==> config.mk <==
export PLATFORM = sky130hd
export DESIGN_NAME = program_loader
export DESIGN_NICKNAME = d
export VERILOG_FILES = /design/src/rtl/program_loader.sv
export SDC_FILE = /design/constraint.sdc
export NUM_CORES = 1
export LEC_CHECK = 0
export CORE_MARGIN = 2
export CORE_UTILIZATION = 50
export DETAILED_ROUTE_END_ITERATION = 10
export GPL_ROUTABILITY_DRIVEN = 0
export PLACE_DENSITY_LB_ADDON = 0.1
export SYNTH_ARGS = -nofsm -noshare
export SYNTH_HDL_FRONTEND = slang
export SYNTH_SLANG_ARGS = --single-unit
export TNS_END_PERCENT = 100
==> constraint.sdc <==
create_clock -name clk -period 3.4 [get_ports clk]
set_input_delay 0.68 -clock clk [delete_from_list [all_inputs] [get_ports clk]]
set_output_delay 0.68 -clock clk [all_outputs]
set_load 0.02 [all_outputs]
==> src/rtl/program_loader.sv <==
// Streams a program into core program memory, holds the core in reset while loading, then
// releases and supervises it. Define LOADER_WATCHDOG_EN to add the RUN-phase watchdog.
module program_loader #(
  parameter int ADDR       = 8,
  parameter int CODE       = 4,
  parameter int WORD       = ADDR + CODE,
  parameter int WDT_CYCLES = 1024
) (
  input  logic            clk,
  input  logic            rst,
  input  logic            load_start,
  input  logic [ADDR-1:0] load_len,
  input  logic            run_start,
  input  logic            abort,
  input  logic            in_valid,
  output logic            in_ready,
  input  logic [WORD-1:0] in_data,
  output logic            rom_we,
  output logic [ADDR-1:0] rom_addr,
  output logic [WORD-1:0] rom_data,
  output logic            core_rst,
  input  logic            flag_f,
  output logic            busy,
  output logic            done,
  output logic            timeout
);

  typedef enum logic [2:0] {
    S_IDLE    = 3'd0,
    S_LOAD    = 3'd1,
    S_WRITE   = 3'd2,
    S_RELEASE = 3'd3,
    S_RUN     = 3'd4,
    S_HALT    = 3'd5
  } state_t;

  state_t          state_r;
  state_t          state_next_s;
  logic [ADDR-1:0] len_r;
  logic [ADDR-1:0] rom_addr_r;
  logic [WORD-1:0] rom_data_r;
  logic            rel_r;
  logic            in_ready_r;
  logic            rom_we_r;
  logic            core_rst_r;
  logic            busy_r;
  logic            done_r;
  logic            last_word_s;
  logic            start_load_s;
  logic            wdt_hit_s;

  // The write address doubles as the word counter; len-1 wraps so len=0 means 2^ADDR words.
  assign last_word_s  = (rom_addr_r == (len_r - ADDR'(1)));
  assign start_load_s = ((state_r == S_IDLE) || (state_r == S_HALT)) && (state_next_s == S_LOAD);

  // Next-state decode; abort overrides every other event.
  always_comb begin
    state_next_s = state_r;
    if (abort) begin
      state_next_s = S_IDLE;
    end else begin
      case (state_r)
        S_IDLE:    state_next_s = load_start ? S_LOAD : S_IDLE;
        S_LOAD:    state_next_s = in_valid ? S_WRITE : S_LOAD;
        S_WRITE:   state_next_s = last_word_s ? S_RELEASE : S_LOAD;
        S_RELEASE: state_next_s = rel_r ? S_RUN : S_RELEASE;
        S_RUN:     state_next_s = (flag_f || wdt_hit_s) ? S_HALT : S_RUN;
        S_HALT:    state_next_s = load_start ? S_LOAD : (run_start ? S_RELEASE : S_HALT);
        default:   state_next_s = S_IDLE;
      endcase
    end
  end

  // State register and outputs registered from the next state so they match the state they describe.
  always_ff @(posedge clk) begin
    if (!rst) begin
      state_r    <= S_IDLE;
      rel_r      <= 1'b0;
      in_ready_r <= 1'b0;
      rom_we_r   <= 1'b0;
      core_rst_r <= 1'b1;
      busy_r     <= 1'b0;
      done_r     <= 1'b0;
    end else begin
      state_r    <= state_next_s;
      rel_r      <= (state_r == S_RELEASE) && (state_next_s == S_RELEASE);
      in_ready_r <= (state_next_s == S_LOAD);
      rom_we_r   <= (state_next_s == S_WRITE);
      core_rst_r <= (state_next_s != S_RUN);
      busy_r     <= (state_next_s == S_LOAD) || (state_next_s == S_WRITE) ||
                    (state_next_s == S_RELEASE) || (state_next_s == S_RUN);
      done_r     <= (state_next_s == S_HALT);
    end
  end

  // Load datapath: length latch, address/counter, and captured program word.
  always_ff @(posedge clk) begin
    if (!rst) begin
      len_r      <= {ADDR{1'b0}};
      rom_addr_r <= {ADDR{1'b0}};
      rom_data_r <= {WORD{1'b0}};
    end else begin
      if (start_load_s) begin
        len_r      <= load_len;
        rom_addr_r <= {ADDR{1'b0}};
      end else if ((state_r == S_WRITE) && (state_next_s == S_LOAD)) begin
        len_r      <= len_r;
        rom_addr_r <= rom_addr_r + ADDR'(1);
      end else begin
        len_r      <= len_r;
        rom_addr_r <= rom_addr_r;
      end
      if ((state_r == S_LOAD) && (state_next_s == S_WRITE)) begin
        rom_data_r <= in_data;
      end else begin
        rom_data_r <= rom_data_r;
      end
    end
  end

`ifdef LOADER_WATCHDOG_EN
  localparam int WDT_W = $clog2(WDT_CYCLES + 1);
  localparam logic [WDT_W-1:0] WDT_LAST = WDT_W'(WDT_CYCLES - 1);

  logic [WDT_W-1:0] wdt_r;
  logic             timeout_r;

  assign wdt_hit_s = (wdt_r == WDT_LAST);
  assign timeout   = timeout_r;

  // RUN cycle counter; sits at zero outside RUN so it is clear on every RUN entry.
  always_ff @(posedge clk) begin
    if (!rst) begin
      wdt_r <= {WDT_W{1'b0}};
    end else if (state_r == S_RUN) begin
      wdt_r <= wdt_r + WDT_W'(1);
    end else begin
      wdt_r <= {WDT_W{1'b0}};
    end
  end

  // Timeout flag: a simultaneous flag_f counts as a normal halt.
  always_ff @(posedge clk) begin
    if (!rst) begin
      timeout_r <= 1'b0;
    end else if (abort) begin
      timeout_r <= 1'b0;
    end else if ((state_r == S_RUN) && (state_next_s == S_HALT)) begin
      timeout_r <= wdt_hit_s && !flag_f;
    end else if ((state_next_s == S_LOAD) || (state_next_s == S_RELEASE)) begin
      timeout_r <= 1'b0;
    end else begin
      timeout_r <= timeout_r;
    end
  end
`else
  assign wdt_hit_s = 1'b0;
  assign timeout   = 1'b0;
`endif

  assign in_ready = in_ready_r;
  assign rom_we   = rom_we_r;
  assign rom_addr = rom_addr_r;
  assign rom_data = rom_data_r;
  assign core_rst = core_rst_r;
  assign busy     = busy_r;
  assign done     = done_r;

endmodule

* Word level (Yosys, flattened, before mapping)
Cells that the tools add are included.
** Storage, ports and cells
- Memory bits (writable) :: 0
- Output and inout bits :: 26
- Word-level logic and storage cells :: 44
- Flip-flop bits (word level) :: 37
- Memories :: 0
- Memory bits (read-only) :: 0
- Input bits :: 27
- Latch bits :: 0
** Operators by class
- Add/subtract/negate cells :: 2
- Mux-type cells :: 9
- $lt $le $gt $ge :: 0
- Multipliers :: 0
- Shift operators :: 0
- Divide/modulo/power cells :: 0
- Reductions and logical operators :: 10
- Bitwise logic cells :: 1
- Eq/ne operators :: 12
** Operators by type and width (number)
- case mux 3 bit (6 select lines) :: 1
- equality test 3 x 2 -> 1 bit (second input constant) :: 4
- equality test 3 bit (second input constant) :: 4
- 2-to-1 mux 3 bit :: 4
- adder 8 x 1 -> 8 bit (second input constant) :: 1
- equality test 8 bit :: 1
- subtractor 8 x 1 -> 8 bit (second input constant) :: 1
- equality test 3 x 1 -> 1 bit (second input constant) :: 2
- logical AND 1 bit :: 4
- logical OR 1 bit :: 4
- 2-to-1 mux 2 bit :: 2
- zero test 3 bit :: 1
- inequality test 3 bit (second input constant) :: 1
- 2-to-1 mux 1 bit :: 2
- OR reduction 2 bit :: 1
- NOT 1 bit :: 1

* Depth between registers and ports, before layout
- Depth in word-level cells :: 9
- Gate-level depth with buffers :: 10
- Depth with buffers taken out :: 9

* Worst setup path before layout
Ideal clock, no wire load.
- Kind :: register to register
- Start :: register len_r[0]
- End :: register rom_addr_r[7] (netlist: rom_addr[7])
- Data arrival time :: 1.956 ns
- Path buffers :: 1
- Clock period less this slack :: 2.075 ns
- Setup time :: 0.119 ns
- Path slack :: 1.325 ns
- Required time :: 3.281 ns
- Cell stages (with the launch flop) :: 11
- Path through :: dfxtp_1 -> inv_1 -> ha_1 -> buf_6 -> xnor2_1 -> a21oi_1 -> o211ai_2 -> nor4_4 -> a2111oi_2 -> nand4_1 -> mux2i_1
** Between the ends
- Longest elaborated chain between the ends :: 8
- Elaborated cells between the ends (all ways) :: 9
- Those cells by class :: 1 x add/sub; 2 x eq/ne; 3 x mux; 3 x reduce/logical
** Ends and longest elaborated chain
- from (decl) :: RTL line 39 : logic [ADDR-1:0] len_r;
- from (signal assigned) :: RTL line 99 : len_r <= {ADDR{1'b0}};
- from (signal assigned) :: RTL line 104 : len_r <= load_len;
- from (signal assigned) :: RTL line 107 : len_r <= len_r;
- subtractor 8 x 1 -> 8 bit (*) :: RTL line 53 : assign last_word_s = (rom_addr_r == (len_r - ADDR'(1)));
- equality test 8 bit (*) :: RTL line 53
- 2-to-1 mux 2 bit (*) :: RTL line 65 : S_WRITE: state_next_s = last_word_s ? S_RELEASE : S_LOAD;
- case mux 3 bit (6 select lines) (*) :: RTL line 62 : case (state_r)
- 2-to-1 mux 3 bit (*) :: RTL line 59 : if (abort) begin
- equality test 3 x 1 -> 1 bit (*) :: RTL line 54, 106
- logical AND 1 bit :: RTL line 54 : assign start_load_s = ((state_r == S_IDLE) || (state_r == S_HALT)) && (state_next_s == S_LOAD);
- OR reduction 2 bit (no line)
- to (signal assigned) :: RTL line 105 : rom_addr_r <= {ADDR{1'b0}};
- to (signal assigned) :: RTL line 108 : rom_addr_r <= rom_addr_r + ADDR'(1);
- to (signal assigned) :: RTL line 111 : rom_addr_r <= rom_addr_r;
- to (decl) :: RTL line 40 : logic [ADDR-1:0] rom_addr_r;
Mark *: on every way between the ends. The rest lies on a longest branch, timed or not.
A chain may end at the register's enable or synchronous reset.

* Final worst setup path
- Start :: input port in_valid
- End :: register rel_r
** Between the ends
- Longest elaborated chain between the ends :: 5
** Ends and longest elaborated chain
- from (decl) :: RTL line 15 : input logic in_valid,
- 2-to-1 mux 2 bit :: RTL line 64 : S_LOAD: state_next_s = in_valid ? S_WRITE : S_LOAD;
- case mux 3 bit (6 select lines) :: RTL line 62
- 2-to-1 mux 3 bit :: RTL line 59
- equality test 3 x 2 -> 1 bit :: RTL line 86 : rel_r <= (state_r == S_RELEASE) && (state_next_s == S_RELEASE);
- logical AND 1 bit :: RTL line 86
- to (signal assigned) :: RTL line 86
- to (decl) :: RTL line 42 : logic rel_r;
Every way passes these cells.

==> impl_table.tex <==
\begin{tabular}{lr}
\hline
Metric & Value \\
\hline
\multicolumn{2}{l}{\textbf{Routing}} \\
Detailed Route WL & 3.63 mm \\
Number of design-rule violations left by the first detailed-router iteration & 91 \\
Drc violations & 0 \\
First-pass iteration count of the detailed router & 4 \\
Final routed wire length divided by cell count & 12.1 um \\
Vias & 1529 \\
Detail-routed via count per cell & 5.10 \\
Number of nets still failing antenna checks after routing & 0 \\
\multicolumn{2}{l}{\textbf{Clocking}} \\
Buffers inserted by post-CTS timing repair & 0 \\
CTS buffer count & 5 \\
Clock Tree Buf Depth & 2 \\
Depth of the CTS H-tree & 2 \\
CTS tree & done \\
Clock sink count & 37 \\
Hold Buf Count CTS & 0 \\
PostCTS Resize Cnt & 0 \\
Clock insertion delay at the later pin of the skew report & 0.29 ns \\
Clock tree root driver cell & clkbuf\_8 \\
Clock transition time at the flip-flop clock pins of the worst setup and hold paths & 0.08 ns \\
\multicolumn{2}{l}{\textbf{GRT}} \\
Residual overflow from global routing & 0 \\
Initial antenna violation count & 0 \\
Pin count of the biggest net entering global routing & 24 \\
Vias in the first global route & 1470 \\
Wire length of the first global-routing pass & 6.33 mm \\
All-Layer GR Usage & 19.8\% \\
\multicolumn{2}{l}{\textbf{Synthesis}} \\
Post-synth top area cell & dfxtp\_1 \\
FF+latch count, synth & 37 \\
Count of different cell masters after synthesis & 47 \\
Post-Synthesis Cells & 199 \\
Library cell with the highest instance count after synthesis & dfxtp\_1 \\
Proportion of netlist area held by the largest area contributor & 40.2\% \\
Count of flip-flops with a built-in enable after synthesis & 0 \\
Sequential cell area fraction in the yosys report & 40.2\% \\
Async set-reset flop share out of synthesis & 0\% \\
Number of warnings printed during yosys synthesis & 0 \\
Leading post-synthesis cells by instance count & dfxtp\_1 (37), nor2\_1 (30), mux2i\_1 (23), nand2\_1 (12), xnor2\_1 (10) \\
Dominant register cell in the synthesized netlist & dfxtp\_1 \\
Post-synthesis cell area & 1840 um2 \\
Leading cell types by total area after synthesis & dfxtp\_1 (40\%), mux2i\_1 (13\%), nor2\_1 (6.1\%) \\
Average size of a mapped cell & 9.25 um2 \\
Syn nets & 228 \\
\multicolumn{2}{l}{\textbf{Power}} \\
Cell-internal power & 738 uW \\
Part of the total power dissipated in sequential elements & 46.5\% \\
Sw Share & 24.5\% \\
Pwr Total & 978 uW \\
Net switching power & 240 uW \\
Worst IR Drop VDD & 0.000262 V \\
Leakage power & 1.05 nW \\
Gate power share & 14.4\% \\
Proportion of power drawn by the clock network & 39.1\% \\
Total power per unit cell area & 394 nW/um2 \\
\multicolumn{2}{l}{\textbf{STA}} \\
Min Tclk post-route & 2.29 ns \\
Final Max Slew Viols & 0 \\
Share of the clock period used by the worst path after layout & 67.4\% \\
Achievable frequency & 0.436 GHz \\
Aggregate negative setup slack & 0 ns \\
Clock tree skew after final layout & 0.00913 ns \\
Relative slew slack & 44.1\% \\
Pin slew with the least headroom to its limit & 0.834 ns \\
Total count of hold-check failures in the final report & 0 \\
Setup repair after global routing missed its margin & false \\
Final-report setup violation count & 0 \\
\multicolumn{2}{l}{\textbf{Min path}} \\
Worst min path class & register to register \\
Worst Min Path Start & rom\_data[9]\$\_SDFFE\_PN0P\_ \\
\multicolumn{2}{l}{\textbf{Setup path}} \\
Critical Path Source Type & input port \\
Family with the most delay on the worst path & simple AND/OR/NAND/NOR gates \\
Type of destination of the critical path & register \\
Required time at the worst-slack endpoint & 3.62 ns \\
Startpoint of the most critical setup path & in\_valid \\
Bufs and invs on worst path & 1 \\
Worst reg2reg startpoint & len\_r[0]\$\_SDFFE\_PN0P\_ \\
Delay of the slowest cell on the worst path & 0.45 ns \\
Signal arrival time at the worst endpoint & 2.51 ns \\
Crit path max-delay cell type & clkdlybuf4s50\_1 \\
Setup CP Type & input port to register \\
CP cell instances & clkdlybuf4s50\_1 > nor2b\_1 > a21oi\_1 > a22oi\_1 > o21ai\_1 > or2\_1 > or3\_1 > nor3\_1 \\
Largest fanout on the critical path & 4 \\
\multicolumn{2}{l}{\textbf{Die}} \\
I/O pins & 53 \\
Horiz. Die Dim & 64.7 um \\
Site Rows & 22 \\
Initial cell density of the core & 51.0\% \\
Die Footprint & 4180 um2 \\
Placeable core region & 3610 um2 \\
Floorplan die height & 64.7 um \\
\multicolumn{2}{l}{\textbf{Final layout}} \\
Layout cells sized above 1 & 9.52\% \\
Filler instances & 298 \\
Layout net count & 280 \\
Layout Area Growth over Synthesis & 34.9\% \\
Count of inserted antenna diode cells & 0 \\
Reg area & 741 um2 \\
Area used by multi-input combinational logic & 1010 um2 \\
\multicolumn{2}{l}{\textbf{Run}} \\
Max-cap violations & 0 \\
\multicolumn{2}{l}{\textbf{Status}} \\
Outcome & finished clean \\
\multicolumn{2}{l}{\textbf{Place}} \\
Hpwl dp & 2.69 mm \\
Number of port buffers & 51 \\
\hline
\end{tabular}
routing by layer:
layer / up-vias / track usage [%] / wire length, um
met1: 684 / 23.7 / 1790
met4: 0 / 8.78 / 53
met3: 4 / 7.64 / 257
met5: - / 0 / 0
met2: 51 / 31.4 / 1530
li1: 790 / - / -
through the flow:
stage / std cells / area (um2) / hold WS (ns) / setup WS [ns] / utilization (%)
finish: 300 / 2480 / 0.500 / 1.11 / 68.9
global route: 300 / 2480 / 0.536 / 0.958 / 68.9
CTS: 300 / 2480 / 0.504 / 1.11 / 68.9
detailed placement: 292 / 2370 / 0.487 / 0.803 / 65.7
global placement: 292 / 2370 / 0.475 / 0.808 / 65.7
floorplan: 199 / 1840 / 0.484 / 1.32 / -
power groups by stage:
| stage | registers (mW) | clock network [mW] | logic, mW |
|---|---|---|---|
| 6_report | 0.455 | 0.382 | 0.141 |
| 3_3_place_gp | 0.465 | 0 | 0.140 |
| 2_1_floorplan | 0.466 | 0 | 0.0912 |
| 5_1_grt | 0.457 | 0.412 | 0.154 |
| 3_5_place_dp | 0.465 | 0 | 0.141 |
| 4_1_cts | 0.455 | 0.394 | 0.142 |
layout make-up:
class                   instances  share of cell area (%)
well taps                      48                    2.42
clock inverters                 3                    1.86
multi-input cells             145                    40.6
clock buffers                   5                    2.77
flip-flops and latches         37                    29.8
repair buffers                 53                    21.2
inverters                       9                    1.36
placed cells by master (no fill, tap or decap), types with 2 or more instances in the layout:
master / n
clkdlybuf4s50_1: 51
dfxtp_1: 37
nor2_1: 30
mux2i_1: 23
nand2_1: 12
xnor2_1: 10
inv_1: 9
nand3_1: 9
a21oi_1: 7
nor2b_1: 5
clkbuf_8: 5
a211oi_1: 4
nor4_4: 3
nor3_1: 3
nand4_1: 3
o21ai_0: 3
xor2_1: 2
nand2_2: 2
nand2b_1: 2
o21ai_1: 2
ha_1: 2
buf_4: 2
final timing paths:
path                                                 end  slack (ns)  cells past startpoint
worst max-delay path                    rel_r$_SDFF_PN0_        1.11                      8
worst min-delay path            rom_data[9]$_SDFFE_PN0P_        0.50                      2
worst max register to register  rom_addr[7]$_SDFFE_PP0P_        1.18                      9
worst min register to register  rom_data[9]$_SDFFE_PN0P_        0.50                      2
registers in the layout, indices dropped and copies added, names as in the netlist:
signal	cells
state_r	3
rom_addr	8
in_ready	1
done	1
rom_data	12
busy	1
rom_we	1
core_rst	1
len_r	8
rel_r	1
tightest hold or removal path, cell delays in order, from the launching register on:
cell     delay [ns]
dfxtp_1        0.33
mux2i_1        0.06
nor2_1         0.08
cells by family (layout without fill, tap and decap cells):
family                     after synthesis  in the layout  share of synthesized area (%)
muxes                                   23             23                           12.5
other                                    1              1                          0.204
DFF                                     37             37                           40.2
xor gates and xnor gates                13             13                           6.59
buffers and inverters                   17             70                           4.96
adders and majority gates                2              2                           1.36
AOI/OAI and AO/OA                       29             29                           11.4
and+or+nand+nor                         77             77                           22.8
(Power assumes the default switching activity.)
